$ cat config.mk
export PLATFORM = sky130hd
export DESIGN_NAME = vga_timing_gen
export DESIGN_NICKNAME = d
export VERILOG_FILES = /design/src/rtl/vga_timing_pkg.sv /design/src/rtl/vga_axis_counter.sv /design/src/rtl/vga_timing_gen.sv
export SDC_FILE = /design/constraint.sdc
export NUM_CORES = 1
export LEC_CHECK = 0
export CORE_MARGIN = 2
export CORE_UTILIZATION = 54
export CTS_BUF_LIST = sky130_fd_sc_hd__clkbuf_8
export CTS_CLUSTER_DIAMETER = 100
export DETAILED_ROUTE_END_ITERATION = 12
export HOLD_SLACK_MARGIN = 0.12
export PLACE_DENSITY = 0.79
export SLEW_MARGIN = 25
export SYNTH_ARGS = -nofsm -noshare
export SYNTH_HDL_FRONTEND = slang
export SYNTH_SLANG_ARGS = --single-unit
$ cat constraint.sdc
create_clock -name clk_25mhz -period 3.35 [get_ports clk_25mhz]
set_input_delay 0.67 -clock clk_25mhz [delete_from_list [all_inputs] [get_ports clk_25mhz]]
set_output_delay 0.67 -clock clk_25mhz [all_outputs]
set_load 0.05 [all_outputs]
$ cat src/rtl/vga_timing_pkg.sv
// Shared types and default 640x480@60 constants for the VGA raster timing generator.
package vga_timing_pkg;

  typedef enum logic [1:0] {
    PH_SYNC = 2'd0,
    PH_BP   = 2'd1,
    PH_ACT  = 2'd2,
    PH_FP   = 2'd3
  } phase_e;

  // Per-pixel video flags carried through the read-latency alignment pipeline.
  typedef struct packed {
    logic hsync;
    logic vsync;
    logic act;
    logic win;
    logic fstart;
    logic lstart;
  } video_flags_t;

  localparam int DEF_H_SYNC = 96;
  localparam int DEF_H_BP   = 48;
  localparam int DEF_H_ACT  = 640;
  localparam int DEF_H_FP   = 16;
  localparam int DEF_V_SYNC = 2;
  localparam int DEF_V_BP   = 33;
  localparam int DEF_V_ACT  = 480;
  localparam int DEF_V_FP   = 10;

endpackage

$ cat src/rtl/vga_axis_counter.sv
// One raster axis: position counter plus its SYNC/BP/ACT/FP phase, both advanced by step.
module vga_axis_counter
  import vga_timing_pkg::*;
#(
  parameter int SYNC = DEF_H_SYNC,
  parameter int BP   = DEF_H_BP,
  parameter int ACT  = DEF_H_ACT,
  parameter int FP   = DEF_H_FP,
  parameter int CW   = 10
) (
  input  logic          clk_25mhz,
  input  logic          rst_n,
  input  logic          step,
  output logic [CW-1:0] count,
  output phase_e        phase,
  output logic          wrap
);

  localparam int TOT = SYNC + BP + ACT + FP;

  phase_e phase_d;

  assign wrap = step && (count == CW'(TOT - 1));

  always_ff @(posedge clk_25mhz or negedge rst_n) begin
    if (!rst_n) begin
      count <= '0;
    end else if (step) begin
      count <= wrap ? '0 : count + 1'b1;
    end
  end

  always_ff @(posedge clk_25mhz or negedge rst_n) begin
    if (!rst_n) begin
      phase <= PH_SYNC;
    end else begin
      phase <= phase_d;
    end
  end

  // Phase changes on the step that leaves the last count of the current phase.
  always_comb begin
    phase_d = phase;
    if (step) begin
      if (count == CW'(TOT - 1)) begin
        phase_d = PH_SYNC;
      end else if (count == CW'(SYNC - 1)) begin
        phase_d = PH_BP;
      end else if (count == CW'(SYNC + BP - 1)) begin
        phase_d = PH_ACT;
      end else if (count == CW'(SYNC + BP + ACT - 1)) begin
        phase_d = PH_FP;
      end
    end
  end

endmodule

$ cat src/rtl/vga_timing_gen.sv
// Parametrised VGA raster timing: syncs, active/window enables and a replicated framebuffer
// read address, with the video flags delayed to line up with RAM read data.
module vga_timing_gen
  import vga_timing_pkg::*;
#(
  parameter int H_SYNC      = DEF_H_SYNC,
  parameter int H_BP        = DEF_H_BP,
  parameter int H_ACT       = DEF_H_ACT,
  parameter int H_FP        = DEF_H_FP,
  parameter int V_SYNC      = DEF_V_SYNC,
  parameter int V_BP        = DEF_V_BP,
  parameter int V_ACT       = DEF_V_ACT,
  parameter int V_FP        = DEF_V_FP,
  parameter int SYNC_POL    = 0,
  parameter int WIN_W       = 400,
  parameter int WIN_H       = 328,
  parameter int SCALE_SHIFT = 1,
  parameter int AW          = 16,
  parameter int RD_LAT      = 1
) (
  input  logic          clk_25mhz,
  input  logic          rst_n,
  input  logic          en,
  input  logic [9:0]    win_x0,
  input  logic [9:0]    win_y0,
  output logic          htb_en,
  output logic          ltb_en,
  output logic          xs_en,
  output logic          xs_t_en,
  output logic [9:0]    cnt_h,
  output logic [9:0]    cnt_l,
  output logic [AW-1:0] rd_addr,
  output logic          frame_start,
  output logic          line_start
);

  localparam int H_START = H_SYNC + H_BP;
  localparam int V_START = V_SYNC + V_BP;
  localparam logic SYNC_ON = (SYNC_POL != 0);
  localparam video_flags_t FLAGS_RST = '{hsync: ~SYNC_ON, vsync: ~SYNC_ON, act: 1'b0,
                                         win: 1'b0, fstart: 1'b0, lstart: 1'b0};
  localparam int SW = (SCALE_SHIFT > 0) ? SCALE_SHIFT : 1;
  localparam logic [SW-1:0] SUB_MAX = SW'((1 << SCALE_SHIFT) - 1);
  localparam logic [AW-1:0] ROW_W = AW'(WIN_W >> SCALE_SHIFT);

  phase_e       h_phase;
  phase_e       v_phase;
  logic         h_wrap;
  logic         v_wrap;
  logic         at_origin;
  logic [9:0]   wx0_q;
  logic [9:0]   wy0_q;
  logic [11:0]  hx;
  logic [11:0]  vy;
  logic [11:0]  x_end;
  logic [11:0]  y_end;
  logic [11:0]  x_lim;
  logic         act_h;
  logic         act_v;
  logic         in_win;
  logic         x_last;
  logic [AW-1:0] line_base;
  logic [AW-1:0] x_cnt;
  logic [SW-1:0] x_sub;
  logic [SW-1:0] y_sub;
  video_flags_t flags_d;
  video_flags_t pipe [RD_LAT+1];

  vga_axis_counter #(
    .SYNC(H_SYNC), .BP(H_BP), .ACT(H_ACT), .FP(H_FP), .CW(10)
  ) u_h_axis (
    .clk_25mhz(clk_25mhz), .rst_n(rst_n), .step(en),
    .count(cnt_h), .phase(h_phase), .wrap(h_wrap)
  );

  vga_axis_counter #(
    .SYNC(V_SYNC), .BP(V_BP), .ACT(V_ACT), .FP(V_FP), .CW(10)
  ) u_v_axis (
    .clk_25mhz(clk_25mhz), .rst_n(rst_n), .step(h_wrap),
    .count(cnt_l), .phase(v_phase), .wrap(v_wrap)
  );

  // at_origin marks raster position (0,0); it survives en = 0 because it only moves on steps.
  always_ff @(posedge clk_25mhz or negedge rst_n) begin
    if (!rst_n) begin
      at_origin <= 1'b1;
      wx0_q     <= '0;
      wy0_q     <= '0;
    end else if (en) begin
      at_origin <= v_wrap;
      if (at_origin) begin
        wx0_q <= win_x0;
        wy0_q <= win_y0;
      end
    end
  end

  assign act_h  = (h_phase == PH_ACT);
  assign act_v  = (v_phase == PH_ACT);
  assign hx     = {2'b00, cnt_h} - 12'(H_START);
  assign vy     = {2'b00, cnt_l} - 12'(V_START);
  assign x_end  = {2'b00, wx0_q} + 12'(WIN_W);
  assign y_end  = {2'b00, wy0_q} + 12'(WIN_H);
  assign x_lim  = (x_end > 12'(H_ACT)) ? 12'(H_ACT) : x_end;
  assign in_win = act_h && act_v && (hx >= {2'b00, wx0_q}) && (hx < x_end)
                  && (vy >= {2'b00, wy0_q}) && (vy < y_end);
  assign x_last = (hx == x_lim - 12'd1);

  // Address of the pixel at the current position is registered, so it appears one clock later.
  always_ff @(posedge clk_25mhz or negedge rst_n) begin
    if (!rst_n) begin
      rd_addr   <= '0;
      line_base <= '0;
      x_cnt     <= '0;
      x_sub     <= '0;
      y_sub     <= '0;
    end else if (en) begin
      if (at_origin) begin
        line_base <= '0;
        x_cnt     <= '0;
        x_sub     <= '0;
        y_sub     <= '0;
      end else if (in_win) begin
        rd_addr <= line_base + x_cnt;
        if (x_last) begin
          x_cnt <= '0;
          x_sub <= '0;
          if (y_sub == SUB_MAX) begin
            y_sub     <= '0;
            line_base <= line_base + ROW_W;
          end else begin
            y_sub <= y_sub + 1'b1;
          end
        end else if (x_sub == SUB_MAX) begin
          x_sub <= '0;
          x_cnt <= x_cnt + 1'b1;
        end else begin
          x_sub <= x_sub + 1'b1;
        end
      end
    end
  end

  always_comb begin
    flags_d = FLAGS_RST;
    if (en) begin
      flags_d.hsync  = (h_phase == PH_SYNC) ? SYNC_ON : ~SYNC_ON;
      flags_d.vsync  = (v_phase == PH_SYNC) ? SYNC_ON : ~SYNC_ON;
      flags_d.act    = act_h && act_v;
      flags_d.win    = in_win;
      flags_d.fstart = at_origin;
      flags_d.lstart = (cnt_h == 10'd0);
    end
  end

  // Stage 0 lines up with rd_addr; RD_LAT more stages line up with the RAM read data.
  always_ff @(posedge clk_25mhz or negedge rst_n) begin
    if (!rst_n) begin
      for (int i = 0; i <= RD_LAT; i++) pipe[i] <= FLAGS_RST;
    end else begin
      pipe[0] <= flags_d;
      for (int i = 1; i <= RD_LAT; i++) pipe[i] <= pipe[i-1];
    end
  end

  assign htb_en      = pipe[RD_LAT].hsync;
  assign ltb_en      = pipe[RD_LAT].vsync;
  assign xs_en       = pipe[RD_LAT].act;
  assign xs_t_en     = pipe[RD_LAT].win;
  assign frame_start = pipe[RD_LAT].fstart;
  assign line_start  = pipe[RD_LAT].lstart;

endmodule

# After elaboration in Yosys (flattened, before gate mapping)
# Cells that the tools add are included.
[totals] ff_bits=107 input_bits=23 out_inout_bits=42
[op_classes] n_eq_ne=11 add_sub_neg=12 order_cmp=5 n_mux=30 bitwise=1 reduce_logical=24
[op_table] op="16-bit two-way mux" n=8
[op_table] op="10-bit equality test (second input constant)" n=4
[op_table] op="12-bit by 10-bit >= comparator with 1-bit output" n=2
[op_table] op="12-bit by 11-bit less-than comparator with 1-bit output" n=2
[op_table] op="10-bit by 9-bit adder with 11-bit output (second input constant)" n=2
[op_table] op="10-bit by 1-bit adder with 10-bit output (second input constant)" n=2
[op_table] op="10-bit two-way mux" n=2
[op_table] op="16-bit by 1-bit adder with 16-bit output (second input constant)" n=1
[op_table] op="16-bit adder" n=1
[op_table] op="16-bit by 8-bit adder with 16-bit output (second input constant)" n=1
[op_table] op="2-bit two-way mux" n=8
[op_table] op="12-bit equality test" n=1
[op_table] op="11-bit by 1-bit subtractor with 12-bit output (second input constant)" n=1
[op_table] op="11-bit by 10-bit > comparator with 1-bit output (second input constant)" n=1
[op_table] op="11-bit two-way mux" n=1
[op_table] op="10-bit by 6-bit subtractor with 11-bit output (second input constant)" n=1
[op_table] op="10-bit by 8-bit subtractor with 11-bit output (second input constant)" n=1
[op_table] op="10-bit by 1-bit equality test with 1-bit output (second input constant)" n=1
[op_table] op="10-bit by 6-bit equality test with 1-bit output (second input constant)" n=1
[op_table] op="10-bit by 7-bit equality test with 1-bit output (second input constant)" n=1
[op_table] op="10-bit by 8-bit equality test with 1-bit output (second input constant)" n=1
[op_table] op="10-bit logical NOT" n=1
[op_table] op="1-bit two-way mux" n=10
[op_table] op="3-bit AND reduction" n=3
[op_table] op="11 further kinds" n=26

# Longest topological paths before layout
[depth] word_depth=8 ltp_mapped=18 mapped_depth_nobuf=16

# By module
# From an unflattened synthesis, not the netlist that was laid out.
[hier_totals] cells_unflattened=754 area_unflattened_um2=6906.6
[by_module_without_submodules] module="vga_timing_gen" cells_each=617 seq_area_each_um2=2008.2 area_per_inst_um2=5577.8 instances=1
[by_module_without_submodules] module="vga_axis_counter at u_v_axis" cells_each=70 seq_area_each_um2=300.3 area_per_inst_um2=676.9 instances=1
[by_module_without_submodules] module="vga_axis_counter at u_h_axis" cells_each=67 seq_area_each_um2=300.3 area_per_inst_um2=651.9 instances=1

# Least setup slack after synthesis
# Ideal clock, no wire load.
[synth_timing] path_kind="flip-flop to flip-flop" from="reg u_v_axis.count[0]" to="reg line_base[13]" path_buffers=2 setup_ns=0.120 path_slack_ns=-0.654 t_arrival_ns=3.885 stages_incl_launch_ff=17 required_time_ns=3.230 cell_sequence="dfrtp_1 -> ha_1 -> o41ai_1 -> nand2_1 -> xnor2_1 -> ha_1 -> o21a_1 -> o211ai_1 -> nor4_1 -> o2111ai_1 -> or4_1 -> nand2_1 -> and4_4 -> buf_8 -> buf_12 -> a21oi_1 -> a31o_1"
[synth_between] elab_chain_cells=6 elab_cells_between_ends=7 cone_classes="add/sub: 1; order compare: 2; reduce/logical: 4"
[synth_lines] element="from (decl)" line="vga_axis_counter.sv:14" rtl="output logic [CW-1:0] count,"
[synth_lines] element="from (signal assigned)" line="vga_axis_counter.sv:29" rtl="count <= wrap ? '0 : count + 1'b1;"
[synth_lines] element="10-bit by 6-bit subtractor with 11-bit output (*)" line="vga_timing_gen.sv:101" rtl="assign vy = {2'b00, cnt_l} - 12'(V_START);"
[synth_lines] element="12-bit by 10-bit >= comparator with 1-bit output" line="vga_timing_gen.sv:106" rtl="&& (vy >= {2'b00, wy0_q}) && (vy < y_end);"
[synth_lines] element="1-bit logical AND" line="vga_timing_gen.sv:106"
[synth_lines] element="1-bit logical AND (*)" line="vga_timing_gen.sv:106"
[synth_lines] element="2-bit nonzero test (no line) (*)"
[synth_lines] element="4-bit AND reduction (no line) (*)"
[synth_lines] element="to (signal assigned)" line="vga_timing_gen.sv:130" rtl="line_base <= line_base + ROW_W;"
[synth_lines] element="to (decl)" line="vga_timing_gen.sv:62" rtl="logic [AW-1:0] line_base;"
# Mark *: on every way between the ends. The rest lies on a longest branch, timed or not.
# A chain may end at the register's enable or synchronous reset.

# Final worst setup path
[layout_timing] from="reg u_v_axis.count[0]" to="reg line_base[5]"
# The elaborated chain is that of the path after synthesis.

==> PnR_summary.wiki <==
{| class="wikitable"
! Metric !! Value
|-
| Cell area after synthesis || 7040 um2
|-
| CTS hold repair buffers || 0
|-
| Dominant combinational cell family by area after synthesis || simple AND/OR/NAND/NOR gates
|-
| Util after Layout || 71.2%
|-
| Clk pin slew, worst setup/hold paths || 0.11 ns
|-
| Layout cell share with drive strength beyond 1 || ~22%
|-
| Die Y-Extent || 118 um
|-
| Max capacitance violation total || 0
|-
| Total count of hold-check failures in the final report || 0
|-
| Min setup slack post-route || -0.179 ns
|-
| Worst max-slew margin expressed relative to the limit || 45.3%
|-
| Synthesized-area fraction occupied by ao, oa, aoi and oai cells || 16.5%
|-
| Maximum VDD drop || ~0.36 mV
|-
| Max H-tree Level || 3
|-
| DRT iter0 DRCs || between 400 and 500
|-
| Area of the die || between 10000 and 15000 um2
|-
| Count of cell types in the netlist || 75
|-
| Maximum operating frequency || 283 MHz
|-
| Synth area leaders || dfrtp_1 (35%), ha_1 (11%), nand2_1 (4.7%)
|-
| PD cells || 428 nW/um2
|-
| Most Frequent Cell on Critical Path || buf_4
|-
| Total setup violations reported at the end of the flow || 41
|-
| Power Total || 3860 uW
|-
| Antenna Violating Nets Remaining || 0
|-
| Weighted congestion at the end of routability-driven global placement || 0.928
|-
| Sort of element at the end of the critical path || flop
|-
| Number of vias after detailed routing || 6375
|-
| Critical path data arrival time || 3.86 ns
|-
| Average footprint of a synthesized cell || 8.98 um2
|-
| Run status || finished, violations left
|-
| Synth Warn # || 0
|-
| Clock insertion delay at the later pin of the skew report || 0.40 ns
|-
| Maximum root-to-sink buffer count || 2
|-
| Vias in the first global route || 6331
|-
| Post-synthesis share of cell area spent on xor and xnor gates || 7.69%
|-
| Wire length of the first global-routing pass || 30.7 mm
|-
| Multi-input logic area || between 4000 and 5000 um2
|-
| CP max FO || 7
|-
| Vias per std cell || 5.82
|-
| Core Rows || 41
|-
| Slowest-stage cell, CP || or4_4
|-
| Critical path, cell by cell || ha_4 > o41ai_4 > nand2_1 > xnor2_2 > buf_4 > buf_4 > ha_1 > a21oi_1 > or2_2 > o2111ai_1 > or4_4 > nand2_4 > buf_4 > and4_4 > nand4_1 > a21oi_1
|-
| Number of antenna violations at the first check in global routing || 0
|-
| Share of the clock period used by the worst path || 105%
|-
| Share of the synthesized area in the top cell type || roughly a third
|-
| GRT Util Overall || ~27%
|-
| # port buffers || 64
|-
| Ports placed on the boundary || 65
|-
| Total CTS buffers || 9
|-
| Fill cell instance count of the final layout || 916
|-
| Post-detailed-placement half-perimeter wirelength || 13.3 mm
|-
| Inserted Diodes || 0
|-
| Static leakage || around 0.0041 uW
|-
| Reg area || 2620 um2
|-
| Clock sinks || 104
|-
| Unrepaired setup endpoints after global routing || yes
|-
| Post-synthesis instance total || roughly 780
|-
| Effective utilization at floorplan || 55.6%
|-
| Total buffers and inverters traversed by the critical path || 3
|-
| CTS tree || built
|-
| DRT Wirelength || 18.7 mm
|-
| Data required time at the worst endpoint || ~3.7 ns
|-
| Remaining design rule violation count || 0
|-
| Violations in the final reports || negative setup slack
|-
| Mux share of post-synthesis cell area || 1.69%
|-
| Post-synth net total || 867
|-
| Share of async-settable or async-resettable flops after synthesis || 100%
|-
| Core ar. || around 13000 um2
|-
| Maximum number of pins on one net before global-route repair || 62
|-
| Adder-cell area share of the yosys netlist || between 10% and 20%
|-
| Sequential area share after synthesis || 37.0%
|-
| Cell family with most CP delay || simple AND/OR/NAND/NOR gates
|-
| Area Growth Syn to Fin || 28.1%
|-
| Final nets || around 1000
|-
| Simple-gate portion of the synthesized area || 20.8%
|-
| HP Class || primary input to async pin
|-
| Actual slew at the worst max-slew pin || 0.820 ns
|-
| Post-route minimum period || approximately 3.5 ns
|-
| Average wire per standard cell || 17.1 um
|-
| Die X-Extent || 118 um
|-
| Startpoint type of the worst setup path || flop
|-
| Predominant post-synthesis flop cell || dfrtp_1
|-
| Fin. max-slew vios || 0
|-
| Setup CP Type || flop to flop
|-
| Number of flops mapped to enable cells by yosys || 0
|-
| Drt pass-1 iters || 5
|-
| Delay contributed by the slowest stage of the critical path || between 0.5 and 0.6 ns
|-
| Clock tree root buffer cell || clkbuf_8
|-
| Most area-hungry cell type in the Yosys netlist || dfrtp_1
|-
| Register bit count reported by yosys || 104
|-
| Leftover overflow at the end of global routing || 0
|-
| Setup Skew || roughly 0.011 ns
|}
-- layout make-up --
cell class              count  share of cell area, %
clock buffers              10                   1.53
clock inverters             6                  0.499
inverters                  51                   2.26
multi-input cells         597                   49.0
flip-flops and latches    104                   29.0
well taps                 172                   2.39
repair buffers            155                   15.3
-- metal layers --
layer | up-vias | GRT usage (%) | part of all wire (%)
met5 | - | 0 | 0
met4 | 0 | 8.96 | 1.7
met3 | 27 | 3.96 | 5.8
met2 | 202 | 47.1 | 51
met1 | 3096 | 34.6 | 42
li1 | 3050 | - | -
-- flip-flops by register name, summed over array words and instances (netlist names) --
name,flops
rd_addr,16
line_start,1
xs_en,1
x_cnt,16
wx0_q,10
line_base,13
u_h_axis.phase,2
wy0_q,10
u_v_axis.count,10
xs_t_en,1
x_sub,1
u_h_axis.count,10
at_origin,1
ltb_en,1
htb_en,1
frame_start,1
pipe,6
u_v_axis.phase,2
y_sub,1
-- placed cells by master, fill, tap and decap left out, types with 6 or more instances in the layout --
| cell | synthesis | layout |
|---|---|---|
| dfrtp_2 | 0 | 6 |
| and3_1 | 24 | 22 |
| inv_1 | 49 | 50 |
| o21ai_2 | 0 | 8 |
| ha_1 | 60 | 57 |
| or3_1 | 9 | 7 |
| xnor2_1 | 35 | 33 |
| nor4_1 | 8 | 8 |
| clkbuf_8 | 0 | 10 |
| nand4_1 | 12 | 12 |
| nor3_1 | 16 | 13 |
| nand2_2 | 0 | 7 |
| o21ai_1 | 4 | 6 |
| nor2b_1 | 7 | 6 |
| dfrtp_1 | 99 | 92 |
| o21ai_0 | 52 | 41 |
| nand2b_1 | 10 | 10 |
| a211oi_1 | 9 | 8 |
| nor3b_1 | 6 | 6 |
| nand3_1 | 24 | 22 |
| nand2_1 | 88 | 78 |
| mux2_2 | 7 | 6 |
| o21a_1 | 6 | 6 |
| buf_4 | 3 | 80 |
| xor2_1 | 25 | 23 |
| a31oi_1 | 7 | 6 |
| nor2_1 | 54 | 51 |
| clkdlybuf4s50_1 | 0 | 63 |
| a21oi_1 | 34 | 31 |
| a21o_1 | 6 | 6 |
| buf_6 | 2 | 10 |
-- power by group --
group | switching [uW] | total (uW) | internal [uW] | leakage, uW
Combinational | 966 | 1700 | 737 | 0.00274
Clock | 470 | 765 | 295 | 0.0000956
Sequential | 71.5 | 1400 | 1320 | 0.00129
Total | 1510 | 3860 | 2360 | 0.00413
-- Yosys cell counts, types with 6 or more instances --
cell / count
clkbuf_1: 21
ha_1: 60
nor2_1: 54
o21ai_0: 52
a21o_1: 6
nor4_1: 8
nor2b_1: 7
mux2_2: 7
o21a_1: 6
nand2b_1: 10
buf_2: 9
inv_1: 49
xor2_1: 25
a21oi_1: 34
nand2_1: 88
nand3_1: 24
dfrtp_1: 99
and2_1: 6
xnor2_1: 35
or3_1: 9
a211oi_1: 9
and3_1: 24
nor3b_1: 6
nor3_1: 16
a31oi_1: 7
nand4_1: 12
-- path summary, 6_finish.rpt --
path                                        start            to  slack [ns]  cells past startpoint
worst max-delay path            u_v_axis.count[0]  line_base[5]       -0.18                     16
worst min-delay path                        rst_n      wx0_q[6]        0.26                      1
worst max register to register  u_v_axis.count[0]  line_base[5]       -0.18                     16
worst min register to register            pipe[7]   frame_start        0.36                      0
max in group asynchronous                   rst_n     at_origin        2.32                      2
min in group clk_25mhz                    pipe[7]   frame_start        0.36                      0
-- per-stage QoR --
stage | setup slack (ns) | cell area [um2] | setup TNS (ns) | instances | hold slack, ns
6_report | -0.179 | 9020 | -3.66 | 1095 | 0.265
5_1_grt | -0.404 | 9020 | -12.60 | 1095 | 0.315
4_1_cts | -0.0826 | 8800 | -1.20 | 1090 | 0.272
3_5_place_dp | -0.313 | 8340 | -8.85 | 1060 | 0.336
3_3_place_gp | -0.184 | 8340 | -4.34 | 1060 | 0.333
2_1_floorplan | -0.265 | 7120 | -4.71 | 784 | 0.331
-- cell families after synthesis --
kind of cell	after synthesis
flops	104
compound gates	173
buf+inv	88
fa+ha+maj	60
xor+xnor	61
mux	11
simple gates	287
-- timing repair --
item | in CTS | in global routing
cloned | 3 | 3
pin swaps | 22 | 23
setup endpoints to repair | 46 | 47
gates resized for setup | 43 | 49
buffers inserted | 11 | 2
Note: power is estimated with default switching activity, not from simulation.
